==> config.mk <==
export PLATFORM = sky130hd
export DESIGN_NAME = fetch_unit
export DESIGN_NICKNAME = d
export VERILOG_FILES = /design/src/rtl/fetch_unit.sv
export SDC_FILE = /design/constraint.sdc
export NUM_CORES = 1
export LEC_CHECK = 0
export ABC_CLOCK_PERIOD_IN_PS = 3300
export CAP_MARGIN = 10
export CORE_MARGIN = 5
export CORE_UTILIZATION = 47
export DETAILED_ROUTE_END_ITERATION = 8
export PLACE_DENSITY = 0.69
export SYNTH_ARGS = -nofsm -noshare
export SYNTH_HDL_FRONTEND = slang
export SYNTH_SLANG_ARGS = --single-unit
export TNS_END_PERCENT = 5
==> constraint.sdc <==
create_clock -name clock -period 3.3 [get_ports clock]
set_input_delay 0.33 -clock clock [delete_from_list [all_inputs] [get_ports clock]]
set_output_delay 0.33 -clock clock [all_outputs]
set_load 0.03 [all_outputs]
==> src/rtl/fetch_unit.sv <==
// Instruction fetch front end: credit-limited request issue, in-order response
// capture into a prefetch FIFO, and redirect handling that drains stale responses.
module fetch_unit #(
  parameter int          DEPTH    = 4,
  parameter logic [31:0] RESET_PC = 32'h0000_0000
) (
  input  logic        clock,
  input  logic        reset,
  output logic        imem_req_valid,
  input  logic        imem_req_ready,
  output logic [31:0] imem_req_addr,
  input  logic        imem_rsp_valid,
  input  logic [31:0] imem_rsp_data,
  input  logic        redirect_valid,
  input  logic [31:0] redirect_pc,
  output logic        out_valid,
  input  logic        out_ready,
  output logic [31:0] out_pc,
  output logic [31:0] out_instr
);
  localparam int AW = $clog2(DEPTH);
  localparam int CW = AW + 1;
  localparam logic [CW:0] LIMIT = (CW+1)'(DEPTH);

  typedef enum logic [1:0] {IDLE, FETCH, DRAIN} state_t;

  state_t                  state, state_nx;
  logic [31:0]             fetch_pc, rsp_pc, target;
  logic [CW-1:0]           outstanding, outstanding_nx, count, drop_count, drop_nx;
  logic [AW-1:0]           rd_ptr, wr_ptr;
  logic [DEPTH-1:0][31:0]  pc_q, instr_q;
  logic [CW:0]             inflight;
  logic                    accept, push, pop, redir;

  // Buffer entries plus requests in flight never exceed DEPTH, so a push always has room.
  assign inflight       = {1'b0, outstanding} + {1'b0, count};
  assign imem_req_valid = (state == FETCH) && (inflight < LIMIT);
  assign imem_req_addr  = fetch_pc;

  assign accept = imem_req_valid && imem_req_ready;
  assign redir  = redirect_valid && (state != IDLE);
  assign push   = imem_rsp_valid && (state == FETCH) && !redir;
  assign pop    = out_valid && out_ready;
  assign target = {redirect_pc[31:2], 2'b00};

  assign outstanding_nx = outstanding + CW'(accept) - CW'(imem_rsp_valid);

  assign out_valid = (count != '0);
  assign out_pc    = pc_q[rd_ptr];
  assign out_instr = instr_q[rd_ptr];

  always_comb begin
    state_nx = state;
    drop_nx  = drop_count;
    case (state)
      IDLE:  state_nx = FETCH;
      FETCH: state_nx = FETCH;
      DRAIN: if (imem_rsp_valid) begin
        drop_nx = drop_count - CW'(1);
        if (drop_count == CW'(1)) state_nx = FETCH;
      end
      default: state_nx = IDLE;
    endcase
    // Stale responses still in flight (including one issued this cycle) must be skipped.
    if (redir) begin
      drop_nx  = outstanding_nx;
      state_nx = (outstanding_nx != '0) ? DRAIN : FETCH;
    end
  end

  always_ff @(posedge clock or negedge reset) begin
    if (!reset) begin
      state       <= IDLE;
      fetch_pc    <= RESET_PC;
      rsp_pc      <= RESET_PC;
      outstanding <= '0;
      drop_count  <= '0;
      count       <= '0;
      rd_ptr      <= '0;
      wr_ptr      <= '0;
      pc_q        <= '0;
      instr_q     <= '0;
    end else begin
      state       <= state_nx;
      drop_count  <= drop_nx;
      outstanding <= outstanding_nx;
      if (redir)       fetch_pc <= target;
      else if (accept) fetch_pc <= fetch_pc + 32'd4;
      if (redir)     rsp_pc <= target;
      else if (push) rsp_pc <= rsp_pc + 32'd4;
      if (redir) begin
        count  <= '0;
        rd_ptr <= '0;
        wr_ptr <= '0;
      end else begin
        if (push) begin
          pc_q[wr_ptr]    <= rsp_pc;
          instr_q[wr_ptr] <= imem_rsp_data;
          wr_ptr          <= wr_ptr + AW'(1);
        end
        if (pop) rd_ptr <= rd_ptr + AW'(1);
        count <= count + CW'(push) - CW'(pop);
      end
    end
  end
endmodule
# Yosys cells after proc, flatten, opt, wreduce, memory -nomap -nowiden

Index checks and enable logic that the tools add are counted.

Bits in writable memories: 0
Bits of input ports: 70
Bits in read-only memories: 0
Bits in registers: 335
Bits in latches: 0
Output and inout bits: 98
Memories kept: 0

Bitwise gates (word level): 1
Magnitude comparators: 4
Shift-type cells: 0
Div/mod/pow operators: 0
Reductions and logical operators: 21
Multiply operators: 0
Muxes and demuxes: 25
Add/sub/neg operators: 10
Equality and inequality tests: 5

Operator list:

| kind                  | number |
|---|---|
| $bwmux 128            | 2 |
| $mux 32               | 7 |
| $bmux 32 s2           | 2 |
| $add 32x3->32 const B | 2 |
| $demux 32 s2          | 1 |
| $mux 2                | 8 |
| $mux 3                | 4 |
| $reduce_bool 2->1     | 6 |
| $logic_and 1x1->1     | 7 |
| $add 3x1->3           | 2 |
| $lt 2x3->1 const B    | 2 |
| $ne 3x3->1 const B    | 2 |
| $reduce_and 2->1      | 3 |
| $reduce_bool 3->1     | 2 |
| $sub 3x1->3           | 2 |
| $add 2x1->2 const B   | 2 |
| $add 3x3->4           | 1 |
| $lt 4x3->1 const B    | 1 |
| $pmux 2 s2            | 1 |
| $eq 3x1->1 const B    | 1 |
| $sub 3x1->3 const B   | 1 |
| $eq 2x1->1 const B    | 1 |
| $eq 2x2->1 const B    | 1 |
| $ge 2x1->1 const B    | 1 |
| other kinds (4)       | 4 |

# Logic depth before layout (Yosys ltp)

Gate-level depths: netlist of run 1.

Word-level depth: 9
Depth in mapped cells: 13
Mapped depth without buffers: 12

# Worst setup path after synthesis of run 1

OpenSTA, ideal clock, no wires.

Kind: reg-to-reg
Start: reg outstanding[2]
End: reg state[0]
Library setup time: 0.132 ns
Data required time: 3.168 ns
Stages on the path, launching flop included: 14
Arrival time: 2.514 ns
Buffers on the path: 1
Path slack: 0.654 ns
Clock period less this slack: 2.646 ns
Path through: dfrtp_1 ha_1 nor3_1 and4_1 buf_4 inv_1 ha_1 inv_1 ha_1 fa_1 xnor2_1 nor3_1 o21ai_0 a31oi_1

Longest elaborated chain between the ends: 9

Ends and longest elaborated chain:

| element                | line | source |
|---|---|---|
| from (decl)            | 29   | `logic [CW-1:0] outstanding, outstanding_nx, count, drop_count, drop_nx;` |
| from (signal assigned) | 86   | `outstanding <= outstanding_nx;` |
| $add 3x3->4            | 36   | `assign inflight = {1'b0, outstanding} + {1'b0, count};` |
| $lt 4x3->1             | 37   | `assign imem_req_valid = (state == FETCH) && (inflight < LIMIT);` |
| $logic_and 1x1->1      | 37   |  |
| $logic_and 1x1->1      | 40   | `assign accept = imem_req_valid && imem_req_ready;` |
| $add 3x1->3 *          | 46   | `assign outstanding_nx = outstanding + CW'(accept) - CW'(imem_rsp_valid);` |
| $sub 3x1->3 *          | 46   |  |
| net outstanding_nx[2]  | 29   |  |
| $reduce_bool 3->1 *    | 67   | `state_nx = (outstanding_nx != '0) ? DRAIN : FETCH;` |
| $mux 2 *               | 67   |  |
| $mux 2 *               | 65   | `if (redir) begin` |
| to (signal assigned)   | 84   | `state <= state_nx;` |
| to (decl)              | 27   | `state_t state, state_nx;` |

The timed path passes the listed nets; every way through them passes the cells marked *.
A chain may end at the register's enable or synchronous reset.

# Worst setup path after layout of run 1

Start: reg rd_ptr[0]
End: out out_instr[19]

Longest elaborated chain between the ends: 2

Ends and longest elaborated chain:

| element                       | line | source |
|---|---|---|
| from (decl)                   | 30   | `logic [AW-1:0] rd_ptr, wr_ptr;` |
| from (signal assigned)        | 101  | `if (pop) rd_ptr <= rd_ptr + AW'(1);` |
| $bmux 32 s2                   | 50   | `assign out_instr = instr_q[rd_ptr];` |
| $mux 32 (implied by the code) | 50   |  |
| to (decl)                     | 19   | `output logic [31:0] out_instr` |

Every way passes these cells. The select of a mux whose other input is x is not followed.

==> results of run 1 <==
[layout make-up]
class	instances	area [um^2]	share of cell area (%)
clock buffers	53	1070	5.84
clock inverters	13	198	1.08
inverters	23	86.3	0.472
multi-input cells	655	6360	34.8
flip-flops and latches	323	8090	44.2
well taps	402	503	2.75
repair buffers	187	1980	10.8
[worst paths after layout]
check | from | to | slack [ns] | cells past startpoint
hold reg to reg | pc_q[49]$_DFFE_PN0P_ | pc_q[49]$_DFFE_PN0P_ | 0.48 | 2
max in group asynchronous | reset | pc_q[44]$_DFFE_PN0P_ | 1.90 | 3
hold / removal | redirect_pc[10] | imem_req_addr[10]$_DFFE_PN0P_ | 0.44 | 3
min in group asynchronous | reset | instr_q[18]$_DFFE_PN0P_ | 0.47 | 2
setup / recovery | rd_ptr[0]$_DFFE_PN0P_ | out_instr[19] | 0.25 | 3
setup reg to reg | count[2]$_DFF_PN0_ | state[0]$_DFFE_PN0P_ | 0.45 | 12
[tightest hold or removal path, cell delays in order]
cell and delay (ns):
clkdlybuf4s50_1 0.39, nor2_1 0.13, a21oi_1 0.05
[sequential cells by signal (all words and copies together), names as in the netlist]
register	flops
wr_ptr	2
rd_ptr	2
imem_req_addr	30
count	3
instr_q	128
outstanding	3
drop_count	3
state	2
pc_q	120
rsp_pc	30
[routing by layer]
layer | up-vias | track usage [%]
met1 | 4774 | 26.0
met5 | - | 0
met3 | 50 | 4.30
met4 | 0 | 4.51
li1 | 4197 | -
met2 | 229 | 29.6
[what timing repair did]
action,4_1_cts,5_1_grt
endpoints found under the hold margin,106,0
hold buffers,1,0
setup endpoints to repair,0,0
[cell usage in the layout (no fill, tap or decap), types with 5 or more instances in the layout]
| master | instances |
|---|---|
| dfrtp_1 | 321 |
| mux2_2 | 236 |
| clkdlybuf4s50_1 | 160 |
| mux4_2 | 62 |
| a21oi_1 | 47 |
| xor2_1 | 41 |
| nor2_1 | 41 |
| nand2_1 | 41 |
| clkbuf_16 | 39 |
| nand4_1 | 26 |
| nand3_1 | 25 |
| inv_1 | 23 |
| o21ai_0 | 23 |
| xnor2_1 | 19 |
| ha_1 | 14 |
| buf_12 | 13 |
| buf_4 | 12 |
| and2_1 | 10 |
| clkbuf_1 | 10 |
| nor3_1 | 9 |
| and3_1 | 8 |
| a31oi_1 | 6 |
| clkinv_2 | 6 |
| bufinv_16 | 5 |
[power breakdown]
part	leakage [nW]	switching [W]	internal, W
combinational	3.34	0.00396	0.00386
clock	0.624	0.00158	0.00265
sequential	4.11	0.00128	0.00543
total	8.07	0.00682	0.0119
[logic make-up after synthesis]
kind of cell / count (synthesis)
XOR/XNOR: 60
flip-flops: 323
adder cells (fa/ha/maj): 16
buffers and inverters: 94
multiplexers: 298
other: 1
AND/OR/NAND/NOR: 193
AO/OA/AOI/OAI: 84
[through the flow]
step	std cells	setup WS, ns
final	1656	0.252
after CTS	1656	0.196
after global placement	1589	0.579
after global routing	1656	0.138
after detailed placement	1589	0.533
after floorplan	1072	0.654
==> flow_summary.json, run 1 <==
{
  "powerDensity_nw_per_um2": 1030,
  "topRoutingLayerUsed": "met4",
  "wirelength_um": 32700,
  "cp-end-kind": "primary output",
  "async_reset_ff_share_pct": 100,
  "design_area_um2": 18300,
  "cts_setup_buffers": 0,
  "synth.cell_area_um2": 15000,
  "met2_length_um": 15200,
  "drive_above_1_share_pct": 31.6,
  "hp-class": "in -> reg",
  "grt_start_max_net_pins": 112,
  "syn_to_final_growth_pct": 22.3,
  "path_delay_family": "buffers and inverters",
  "p_leak_nw": 8.07,
  "holdWs_ns": 0.437,
  "synth_top_family_by_area": "multiplexers",
  "num_vias": 9250,
  "grt_pass1_wl_um": 53900,
  "crit_buf_inv": 2,
  "finalPower_w": 0.0188,
  "fill_cells": 2546,
  "yosysSeqAreaShare_pct": 54.1,
  "cts_root_buffer": "clkbuf_16",
  "place_congestion": 0.835,
  "synthSimpleGateAreaFrac_pct": 7.12,
  "dieArea_um2": 35500,
  "ys_ff_latch": 323,
  "cts-buffers-inserted": 37,
  "post-synth-top-count-cell": "dfrtp_1",
  "ir_drop_v": 0.000629,
  "crit_path_max_fanout": 34,
  "finalMaxSlewViolations": 0,
  "core_area_um2": 31500,
  "clk-insertion-delay-late_ns": 0.51,
  "clock_sinks": 323,
  "via_per_inst": 5.59,
  "worstMarginPinSlew_ns": 0.880,
  "htreeDepth": 2,
  "track_usage_pct": 18.5,
  "ys.flop_type": "dfrtp_1",
  "drt-met1-wl_um": 14900,
  "synth_compound_area_share_pct": 3.00,
  "finClkSkew_ns": 0.0215,
  "maxSlewHeadroom_pct": 41.3,
  "setup_violations": 0,
  "status": "finished clean",
  "cp_slowest_cell": "dfrtp_4",
  "drtAntennaViolNets": 0,
  "period_needed_ns": 3.05,
  "num_rows": 65,
  "synthTopCellsByArea": "dfrtp_1, mux2_2, mux4_2",
  "fmax_mhz": 328,
  "rsz0062_at_grt": "false",
  "synth.avg_cell_area_um2": 14.0,
  "drc_errors": 0,
  "synth-adder-area-share_pct": 1.44,
  "die_y_um": 188,
  "synthDistinctLibCells": 42,
  "cts_buffer_depth": 3,
  "path_clk_slew_ns": 0.06,
  "synthCells": 1069,
  "numPortBuffers": 161,
  "dr.pass1.iters": 4,
  "final_util_pct": 58.1,
  "timing.setup.tns_ns": 0,
  "io_pins": 168,
  "synthMuxAreaShare_pct": 27.1,
  "synth_top_cell_area_share_pct": 54.1,
  "dp.final_hpwl_um": 21700,
  "grt_pass1_vias": 9867,
  "wl_per_cell_um": 19.7,
  "cp_data_arrival_time_ns": 2.72,
  "post_cts_resized": 0,
  "diodes": 0,
  "cts_tree": "done",
  "synth_edf_count": 0,
  "required_ns": 2.97,
  "postPlaceCellArea_um2": 17000,
  "drv_cap": 0,
  "final_nets": 1313,
  "worstSetupPathType": "reg -> out",
  "period_share_pct": 92.4,
  "hold_violations": 0,
  "fp.dieW_um": 188,
  "yosys.area.top_type": "dfrtp_1",
  "drt_iter0_drc": 400,
  "critPathMaxStageDelay_ns": 0.65,
  "initial_utilization_pct": 47.5,
  "antenna_found_initial": 0,
  "cp_cell_sequence": "buf_12 > mux4_2 > clkdlybuf4s50_1",
  "wl_met3_um": 1900,
  "start_kind": "flip-flop",
  "synth_xor_area_share_pct": 3.51,
  "ys_warn_count": 0,
  "synthTopCellsByCount": "dfrtp_1, mux2_2, mux4_2",
  "overflow": 0
}
Power figures use the tool's default switching activity.
==> run 2, diff against run 1 <==
--- a/config.mk
+++ b/config.mk
@@ -5,12 +5,13 @@
 export SDC_FILE = /design/constraint.sdc
 export NUM_CORES = 1
 export LEC_CHECK = 0
-export ABC_CLOCK_PERIOD_IN_PS = 3300
+export ABC_CLOCK_PERIOD_IN_PS = 3600
 export CAP_MARGIN = 10
 export CORE_MARGIN = 5
 export CORE_UTILIZATION = 47
 export DETAILED_ROUTE_END_ITERATION = 8
 export PLACE_DENSITY = 0.69
+export SKIP_CTS_REPAIR_TIMING = 1
 export SYNTH_ARGS = -nofsm -noshare
 export SYNTH_HDL_FRONTEND = slang
 export SYNTH_SLANG_ARGS = --single-unit
==> constraint.sdc (replaced) <==
create_clock -name clock -period 3.6 [get_ports clock]
set_input_delay 0.36 -clock clock [delete_from_list [all_inputs] [get_ports clock]]
set_output_delay 0.36 -clock clock [all_outputs]
set_load 0.03 [all_outputs]
==> run 2 against run 1 <==
Net effect:
- worst hold slack improved by 0.019 ns
- setup slack improved by 0.13 ns
- non-clock buffer count fell by 1
- core utilization fell by 0.65 points
- critical path depth did not move
- critical path type unchanged
- first-iteration DRC count rose by 28%
- final cell count fell by 0.30%
==> flow_summary.json, run 2 (synthesized netlist as in run 1, its figures left out) <==
{
  "wirelength_um": 33000,
  "dr.pass1.iters": 5,
  "num_rows": 65,
  "path_clk_slew_ns": 0.06,
  "place_congestion": 0.822,
  "drv_cap": 0,
  "drt_iter0_drc": 512,
  "drive_above_1_share_pct": 31.4,
  "initial_utilization_pct": 47.5,
  "cts_buffer_depth": 3,
  "hold_violations": 0,
  "num_vias": 9215,
  "ir_drop_v": 0.000526,
  "fill_cells": 2507,
  "fmax_mhz": 311,
  "top_register": "instr_q",
  "cts_tree": "done",
  "wl_per_cell_um": 20.0,
  "status": "finished clean",
  "finalMaxSlewViolations": 0,
  "largest_register_ffs": 128,
  "multi_input_area_um2": 6360,
  "grt_start_max_net_pins": 107,
  "maxSlewHeadroom_pct": 42.8,
  "final_util_pct": 57.4,
  "rsz0062_at_grt": "false",
  "final_nets": 1312,
  "crit_start": "rd_ptr[0]$_DFFE_PN0P_",
  "cp_data_arrival_time_ns": 2.85,
  "required_ns": 3.24,
  "die_y_um": 188,
  "largestRegisters": "instr_q: 128 flops, pc_q: 120 flops",
  "final_cell_mix": "dfrtp_1, mux2_2, clkdlybuf4s50_1",
  "syn_to_final_growth_pct": 20.9,
  "worstSetupPathType": "reg -> out",
  "grt_pass1_wl_um": 54500,
  "drtAntennaViolNets": 0,
  "track_usage_pct": 18.8,
  "io_pins": 168,
  "drc_errors": 0,
  "p_leak_nw": 7.97,
  "crit_path_max_fanout": 28,
  "setup_violations": 0,
  "finClkSkew_ns": 0.00829,
  "period_needed_ns": 3.21,
  "cts-buffers-inserted": 37,
  "finalNonFillerCells": 1651,
  "final_common_cell": "dfrtp_1",
  "finalPower_w": 0.0168,
  "setup_slack_ns": 0.387,
  "r2r-start": "count[2]$_DFF_PN0_",
  "core_area_um2": 31500,
  "powerDensity_nw_per_um2": 929,
  "antenna_found_initial": 0,
  "period_share_pct": 89.3,
  "via_per_inst": 5.58,
  "overflow": 0,
  "placed_cells": 1588,
  "cp-end-kind": "primary output",
  "htreeDepth": 2,
  "register_area_um2": 8090,
  "clk-insertion-delay-late_ns": 0.50,
  "start_kind": "flip-flop",
  "fp.dieW_um": 188,
  "hp-class": "in -> reg",
  "dieArea_um2": 35500,
  "dp.final_hpwl_um": 21400,
  "min_from": "redirect_pc[30]",
  "diodes": 0,
  "clock_sinks": 323,
  "timing.setup.tns_ns": 0,
  "numPortBuffers": 161,
  "grt_pass1_vias": 9937,
  "place_ws_ns": 0.760,
  "worstMarginPinSlew_ns": 0.859,
  "cts_root_buffer": "clkbuf_16"
}
## run 2: cell types whose count changed in the layout (fill, tap and decap cells not counted), sizes merged
cell and change:
buf -1, bufinv -3, clkbuf -3, clkinv +1
clkinvlp +1
## run 2: final timing paths
check | end | slack [ns] | cells after the start
max in group asynchronous | pc_q[29]$_DFFE_PN0P_ | 2.06 | 3
worst min-delay path | rsp_pc[30]$_DFFE_PN0P_ | 0.46 | 3
worst min register to register | pc_q[43]$_DFFE_PN0P_ | 0.48 | 2
min in group asynchronous | instr_q[114]$_DFFE_PN0P_ | 0.49 | 2
worst max-delay path | out_pc[15] | 0.39 | 3
worst max register to register | state[0]$_DFFE_PN0P_ | 0.79 | 12
## run 2: layout make-up
type	count	area share, %
flip-flops and latches	323	44.7
multi-input cells	655	35.2
repair buffers	186	10.5
clock buffers	50	5.61
well taps	402	2.78
clock inverters	12	0.644
inverters	23	0.478
## run 2: where the power goes
part,total [W],switching (W),internal (W)
combinational,0.00709,0.00360,0.00350
sequential,0.00617,0.00119,0.00497
clock,0.00353,0.00142,0.00211
## run 2: per-stage QoR
stage	hold slack, ns	cell area [um^2]
after floorplan	0.0644	15000
after global placement	0.456	16900
after detailed placement	0.469	16900
after CTS	-0.0683	18100
after global routing	0.499	18100
final	0.456	18100
## run 2: critical path, stage by stage (launching register included)
cell and delay, ns:
dfrtp_4 0.82, buf_4 0.34, mux4_2 0.56, clkdlybuf4s50_1 0.62
## run 2: layer usage
layer | GRT usage [%] | share of wire, % | wire, um
met1 | 27.1 | 46 | 15200
met4 | 4.68 | 2.0 | 671
met3 | 3.46 | 4.9 | 1620
met5 | 0 | 0 | 0
met2 | 29.8 | 47 | 15500
